**src/rtl/xeq_activity_pipe_pkg.sv**
```systemverilog
// Shared defaults and mode encoding for the XOR-equality activity pipe.
// Imported by the lane and the top.
package xeq_activity_pipe_pkg;

   localparam int XEQ_W     = 8;
   localparam int XEQ_CH    = 4;
   localparam int XEQ_CNT_W = 16;

   typedef enum logic {
      MODE_DIFF_EQ = 1'b0,
      MODE_EQ_DIFF = 1'b1
   } mode_e;

endpackage

```
**src/rtl/xeq_activity_pipe_lane.sv**
```systemverilog
// One channel: per-bit result from the stage-1 XOR terms, and the
// number of bits that flip between the last two transferred outputs.
module xeq_lane
   import xeq_activity_pipe_pkg::*;
#(
   parameter int W  = XEQ_W,
   parameter int PW = $clog2(W + 1)
) (
   input  logic          mode_i,
   input  logic [W-1:0]  ab_i,
   input  logic [W-1:0]  cd_i,
   input  logic [W-1:0]  cur_i,
   input  logic [W-1:0]  prev_i,
   output logic [W-1:0]  res_o,
   output logic [PW-1:0] pop_o
);

   logic [W-1:0] diff;

   always_comb begin
      res_o = '0;
      unique case (mode_i)
         MODE_DIFF_EQ: res_o = cd_i & ~ab_i;
         MODE_EQ_DIFF: res_o = ab_i & ~cd_i;
         default:      res_o = '0;
      endcase
   end

   assign diff = cur_i ^ prev_i;

   always_comb begin
      pop_o = '0;
      for (int i = 0; i < W; i++) begin
         pop_o = pop_o + {{(PW-1){1'b0}}, diff[i]};
      end
   end

endmodule

```
**src/rtl/xeq_activity_pipe.sv**
```systemverilog
// Two-stage valid/ready pipe computing XOR-equality masks per channel,
// with saturating per-channel output toggle counters.
module xeq_activity_pipe
   import xeq_activity_pipe_pkg::*;
#(
   parameter int W     = XEQ_W,
   parameter int CH    = XEQ_CH,
   parameter int CNT_W = XEQ_CNT_W
) (
   input  logic                clk,
   input  logic                rst_n,
   input  logic [CH*W-1:0]     a,
   input  logic [CH*W-1:0]     b,
   input  logic [CH*W-1:0]     c,
   input  logic [CH*W-1:0]     d,
   input  logic                mode,
   input  logic                in_valid,
   output logic                in_ready,
   output logic [CH*W-1:0]     out_bits,
   output logic [CH-1:0]       out_any,
   output logic                out_valid,
   input  logic                out_ready,
   input  logic                cnt_clr,
   output logic [CH*CNT_W-1:0] toggle_cnt
);

   localparam int N  = CH * W;
   localparam int PW = $clog2(W + 1);

   logic s1_v_q, s1_v_d;
   logic s2_v_q, s2_v_d;
   logic s1_load, s2_load, s2_fire;

   logic [N-1:0] ab_q, cd_q;
   logic         mode_q;
   logic [N-1:0] bits_q, prev_q, prev_d;
   logic [CH-1:0] any_q, any_d;
   logic [CH*CNT_W-1:0] cnt_q, cnt_d;

   logic [N-1:0]     res;
   logic [CH*PW-1:0] pop;

   // Single shared occupancy control: a stage loads when empty or draining.
   assign s2_fire  = s2_v_q & out_ready;
   assign s2_load  = s1_v_q & (~s2_v_q | out_ready);
   assign in_ready = ~s1_v_q | s2_load;
   assign s1_load  = in_valid & in_ready;

   always_comb begin
      s1_v_d = s1_v_q;
      s2_v_d = s2_v_q;
      if (s1_load)
         s1_v_d = 1'b1;
      else if (s2_load)
         s1_v_d = 1'b0;
      if (s2_load)
         s2_v_d = 1'b1;
      else if (s2_fire)
         s2_v_d = 1'b0;
   end

   assign prev_d = s2_fire ? bits_q : prev_q;

   for (genvar k = 0; k < CH; k++) begin : g_lane
      logic [CNT_W:0] sum;

      xeq_lane #(
         .W  (W),
         .PW (PW)
      ) u_lane (
         .mode_i (mode_q),
         .ab_i   (ab_q[k*W +: W]),
         .cd_i   (cd_q[k*W +: W]),
         .cur_i  (bits_q[k*W +: W]),
         .prev_i (prev_q[k*W +: W]),
         .res_o  (res[k*W +: W]),
         .pop_o  (pop[k*PW +: PW])
      );

      assign any_d[k] = |res[k*W +: W];

      // One spare bit catches overflow so the counter pins at all-ones.
      assign sum = {1'b0, cnt_q[k*CNT_W +: CNT_W]}
                 + {{(CNT_W+1-PW){1'b0}}, pop[k*PW +: PW]};

      assign cnt_d[k*CNT_W +: CNT_W] =
         cnt_clr  ? {CNT_W{1'b0}} :
         !s2_fire ? cnt_q[k*CNT_W +: CNT_W] :
         sum[CNT_W] ? {CNT_W{1'b1}} : sum[CNT_W-1:0];
   end

   always_ff @(posedge clk or negedge rst_n) begin
      if (!rst_n) begin
         s1_v_q <= 1'b0;
         s2_v_q <= 1'b0;
         ab_q   <= '0;
         cd_q   <= '0;
         mode_q <= 1'b0;
         bits_q <= '0;
         any_q  <= '0;
         prev_q <= '0;
         cnt_q  <= '0;
      end else begin
         s1_v_q <= s1_v_d;
         s2_v_q <= s2_v_d;
         prev_q <= prev_d;
         cnt_q  <= cnt_d;
         if (s1_load) begin
            ab_q   <= a ^ b;
            cd_q   <= c ^ d;
            mode_q <= mode;
         end
         if (s2_load) begin
            bits_q <= res;
            any_q  <= any_d;
         end
      end
   end

   assign out_valid  = s2_v_q;
   assign out_bits   = bits_q;
   assign out_any    = any_q;
   assign toggle_cnt = cnt_q;

endmodule

```
**config.mk**
```make
export PLATFORM = sky130hd
export DESIGN_NAME = xeq_activity_pipe
export DESIGN_NICKNAME = d
export VERILOG_FILES = /design/src/rtl/xeq_activity_pipe_pkg.sv /design/src/rtl/xeq_activity_pipe_lane.sv /design/src/rtl/xeq_activity_pipe.sv
export SDC_FILE = /design/constraint.sdc
export NUM_CORES = 1
export LEC_CHECK = 0
export ABC_AREA = 0
export CORE_MARGIN = 2
export CORE_UTILIZATION = 52
export CTS_CLUSTER_SIZE = 12
export DETAILED_ROUTE_END_ITERATION = 8
export PLACE_DENSITY = 0.82
export SYNTH_ARGS = -nofsm -noshare
export SYNTH_HDL_FRONTEND = slang
export SYNTH_HIERARCHICAL = 1
export SYNTH_SLANG_ARGS = --single-unit
```
**constraint.sdc**
```tcl
create_clock -name clk -period 5.35 [get_ports clk]
set_clock_uncertainty 0.05 [all_clocks]
set_input_delay 0.8025 -clock clk [delete_from_list [all_inputs] [get_ports clk]]
set_output_delay 0.8025 -clock clk [all_outputs]
set_load 0.02 [all_outputs]
```
==> flow_summary.ini, run 1 <==
[synthesis]
syn_area_sq_um = 10800
ys_types = 48
synth_edf_count = 0
synth_flop_cell = dfrtp_1
async_flop_share_pct = 100.0
ys_seq_area_share_pct = 46.11
synth_nets = 1285
synth.yosys.warnings = 6
syn_inst = 1103
ys_seq_elements = 199
syn_area_per_cell_sq_um = 9.791

[finish]
n_antenna_cell = 0
final_cells = 1595
seq_area_sq_um = 4981
syn2layout_area_growth_pct = 29.22
multi_input_area_sq_um = 5478
fillers = 1567
fin_area_sq_um = 13950
drive_gt1_share_pct = 6.642
final_nets = 1494

[timing]
hold_slack_ns = 0.3776
clock.fmax_mhz = 203.4
rsz0062_at_grt = no
setup_viol = 0
final_max_slew_viol_count = 0
min_period_ns = 4.917
setup_tns_ns = 0
slew_headroom_pct = 28.76
layout_setup_ws_ns = 0.4326
hold_viol = 0
finalCritPeriodShare_pct = 91.91
worstMarginPinSlew_ns = 1.065

[power]
power_density_nw_per_um2 = 514.5
p_leak_nw = 6.014
vdd_drop_max_v = 0.0003402

[setup_path]
critPathRequiredTime_ns = 5.62
cp-end-kind = register
regToRegEndpoint = toggle_cnt[31]
cp_slowest_stage_delay_ns = 0.53
cp_slowest_cell = fa_1
reg2reg_depth = 15
cp.buffers_inverters = 2
critical-path-top-delay-family = adder cells
worstSetupPathDepth = 15
r2r_start = out_bits[11]
r2r_slack_ns = 0.43
worstSetupPathType = reg -> reg
crit_top_cell = fa_1
start_kind = register
worst-endpoint-arrival_ns = 5.18
crit_chain = xnor2_1 -> fa_1 -> inv_1 -> fa_1 -> fa_1 -> ha_1 -> inv_1 -> fa_1 -> xnor2_1 -> ha_1 -> a211oi_1 -> nor2_1 -> nand4_1 -> and2_1 -> a311oi_1
cp_max_fo = 12

[placement]
place_area_sq_um = 13300
hpwl_mm = 17.79
portBuffers = 235
dp_slack_ns = 0.4568
place.gp.congestion = 0.8144
dp.cells = 1563

[status]
status = finished clean

[clock_network]
cts.sinks = 199
post_cts_resized = 0
clock-root-buffer = clkbuf_16
cts_tree = built
insertion_delay_ns = 0.43
cts.clk_slew.worst_paths_ns = 0.08
cts_hold_buffers = 0
cts_buffers = 17
cts_buffer_depth = 2
cts_htree_levels = 4
post-cts-setup-buffer-count = 0

[grt]
gr-total-overflow = 0
track_usage_pct = 23.34
grt_pass1_vias = 8434
grt_pass1_wl_mm = 41.28
antenna_found_initial = 0
grt_max_degree = 107

[hold_path]
hold_class = in -> async

[floorplanning]
die_h_um = 148.1
die_area_sq_um = 21940
io_pins = 236
row_count = 52
coreArea_sq_um = 20300
initial_core_util_pct = 53.20
chipWidth_um = 148.1

[run]
maxCapViolCount = 0

[detailed_routing]
routed_wl_mm = 24.66
ant_nets = 0
viasPerCell = 5.416
vias = 8638
drtIter0Drc = 385
drt_drc_violations_left = 0
first_pass_iters = 5
wl_per_cell_um = 15.46
## metrics by stage
| step | power, W | util [%] |
|---|---|---|
| floorplan | 0.004719 | - |
| global placement | 0.005595 | 65.54 |
| detailed placement | 0.005777 | 65.54 |
| CTS | 0.007230 | 68.74 |
| global route | 0.007889 | 68.74 |
| finish | 0.007180 | 68.74 |
## cell families after synthesis
group                    after synthesis  synth area share (%)
AND/OR/NAND/NOR                      391                 17.98
AO/OA/AOI/OAI                        239                 12.74
flip-flops                           199                 46.11
XOR/XNOR                             110                 8.921
buffers and inverters                 77                 3.291
adder cells (fa/ha/maj)               48                 6.952
multiplexers                          39                 3.997
## cell type report
type                            instances  share of cell area (%)
Inverter                               27                  0.7263
Clock buffer                           19                   3.174
Sequential cell                       199                   35.69
Multi-Input combinational cell        827                   39.25
Timing Repair Buffer                  240                   17.24
Tap cell                              270                   2.421
Clock inverter                         13                   1.488
## flip-flops by register name (all words and copies together) (netlist names)
name,cells
cd_q,32
mode_q,1
ab_q,32
s1_v_q,1
toggle_cnt,64
out_valid,1
out_any,4
out_bits,32
prev_q,32
## layout by cell type (no fill, tap or decap), types with 3 or more instances in the layout
cell,count
a211oi_1,12
a21o_1,8
a21oi_1,43
a311oi_1,4
a31oi_1,26
a41o_1,3
and2_1,4
and3_1,15
and4_1,10
buf_4,4
bufinv_16,4
clkbuf_16,17
clkdlybuf4s50_1,234
dfrtp_1,198
fa_1,20
ha_1,28
inv_1,27
inv_6,4
mux2_2,33
mux2i_1,6
nand2_1,179
nand2b_1,38
nand3_1,15
nand3b_1,29
nand4_1,14
nor2_1,33
nor2b_1,7
nor3_1,23
nor3_2,3
nor4_1,9
o21ai_0,121
o21ai_2,8
o22ai_1,5
or3_1,3
xnor2_1,86
xor2_1,24
## how the worst max path moves through the flow
stage          slack, ns         start        endpoint
2_1_floorplan       0.80  out_bits[11]  toggle_cnt[30]
4_1_cts             0.46  out_bits[11]  toggle_cnt[31]
3_3_place_gp        0.64  out_bits[11]  toggle_cnt[31]
5_1_grt             0.12  out_bits[11]  toggle_cnt[31]
6_report            0.43  out_bits[11]  toggle_cnt[31]
3_5_place_dp        0.46  out_bits[11]  toggle_cnt[31]
## per-layer routing
layer  vias up  share of wire [%]  wire (um)  global-route usage (%)
met5         -                  0          0                       0
met4         0                1.2        286                   5.857
met3        21                5.8       1440                   5.000
met2       266                 49      11970                   38.29
met1      4097                 44      10960                   31.97
li1       4254                  -          -                       -
## power breakdown
group          internal [W]  switching [W]
Sequential          0.00178       0.000270
Combinational       0.00173        0.00200
Clock              0.000814       0.000592
Total               0.00432        0.00286
## cell usage after synthesis (10+ instances only)
cell | number | share of area, %
ha_1 | 28 | 3.2
nand2b_1 | 38 | 2.2
and3_1 | 15 | 0.87
xnor2_1 | 86 | 7.0
nand3b_1 | 29 | 2.0
a211oi_1 | 12 | 0.83
nand4_1 | 14 | 0.81
nor2_1 | 33 | 1.1
dfrtp_1 | 199 | 46
o21ai_0 | 121 | 5.6
nand3_1 | 15 | 0.70
clkbuf_1 | 32 | 1.1
mux2_2 | 33 | 3.4
a21oi_1 | 43 | 2.0
inv_1 | 27 | 0.94
a31oi_1 | 26 | 1.5
and4_1 | 10 | 0.81
nand2_1 | 182 | 6.3
xor2_1 | 24 | 1.9
fa_1 | 20 | 3.7
nor3_1 | 23 | 1.1
Power figures use the tool's default switching activity.
==> inputs of run 2 (changes only) <==
--- a/config.mk
+++ b/config.mk
@@ -6,6 +6,7 @@
 export NUM_CORES = 1
 export LEC_CHECK = 0
 export ABC_AREA = 0
+export ABC_CLOCK_PERIOD_IN_PS = 5350
 export CORE_MARGIN = 2
 export CORE_UTILIZATION = 52
 export CTS_CLUSTER_SIZE = 12
==> results of run 2 <==
Final layout, timing and power as in run 1 (identical DEF).
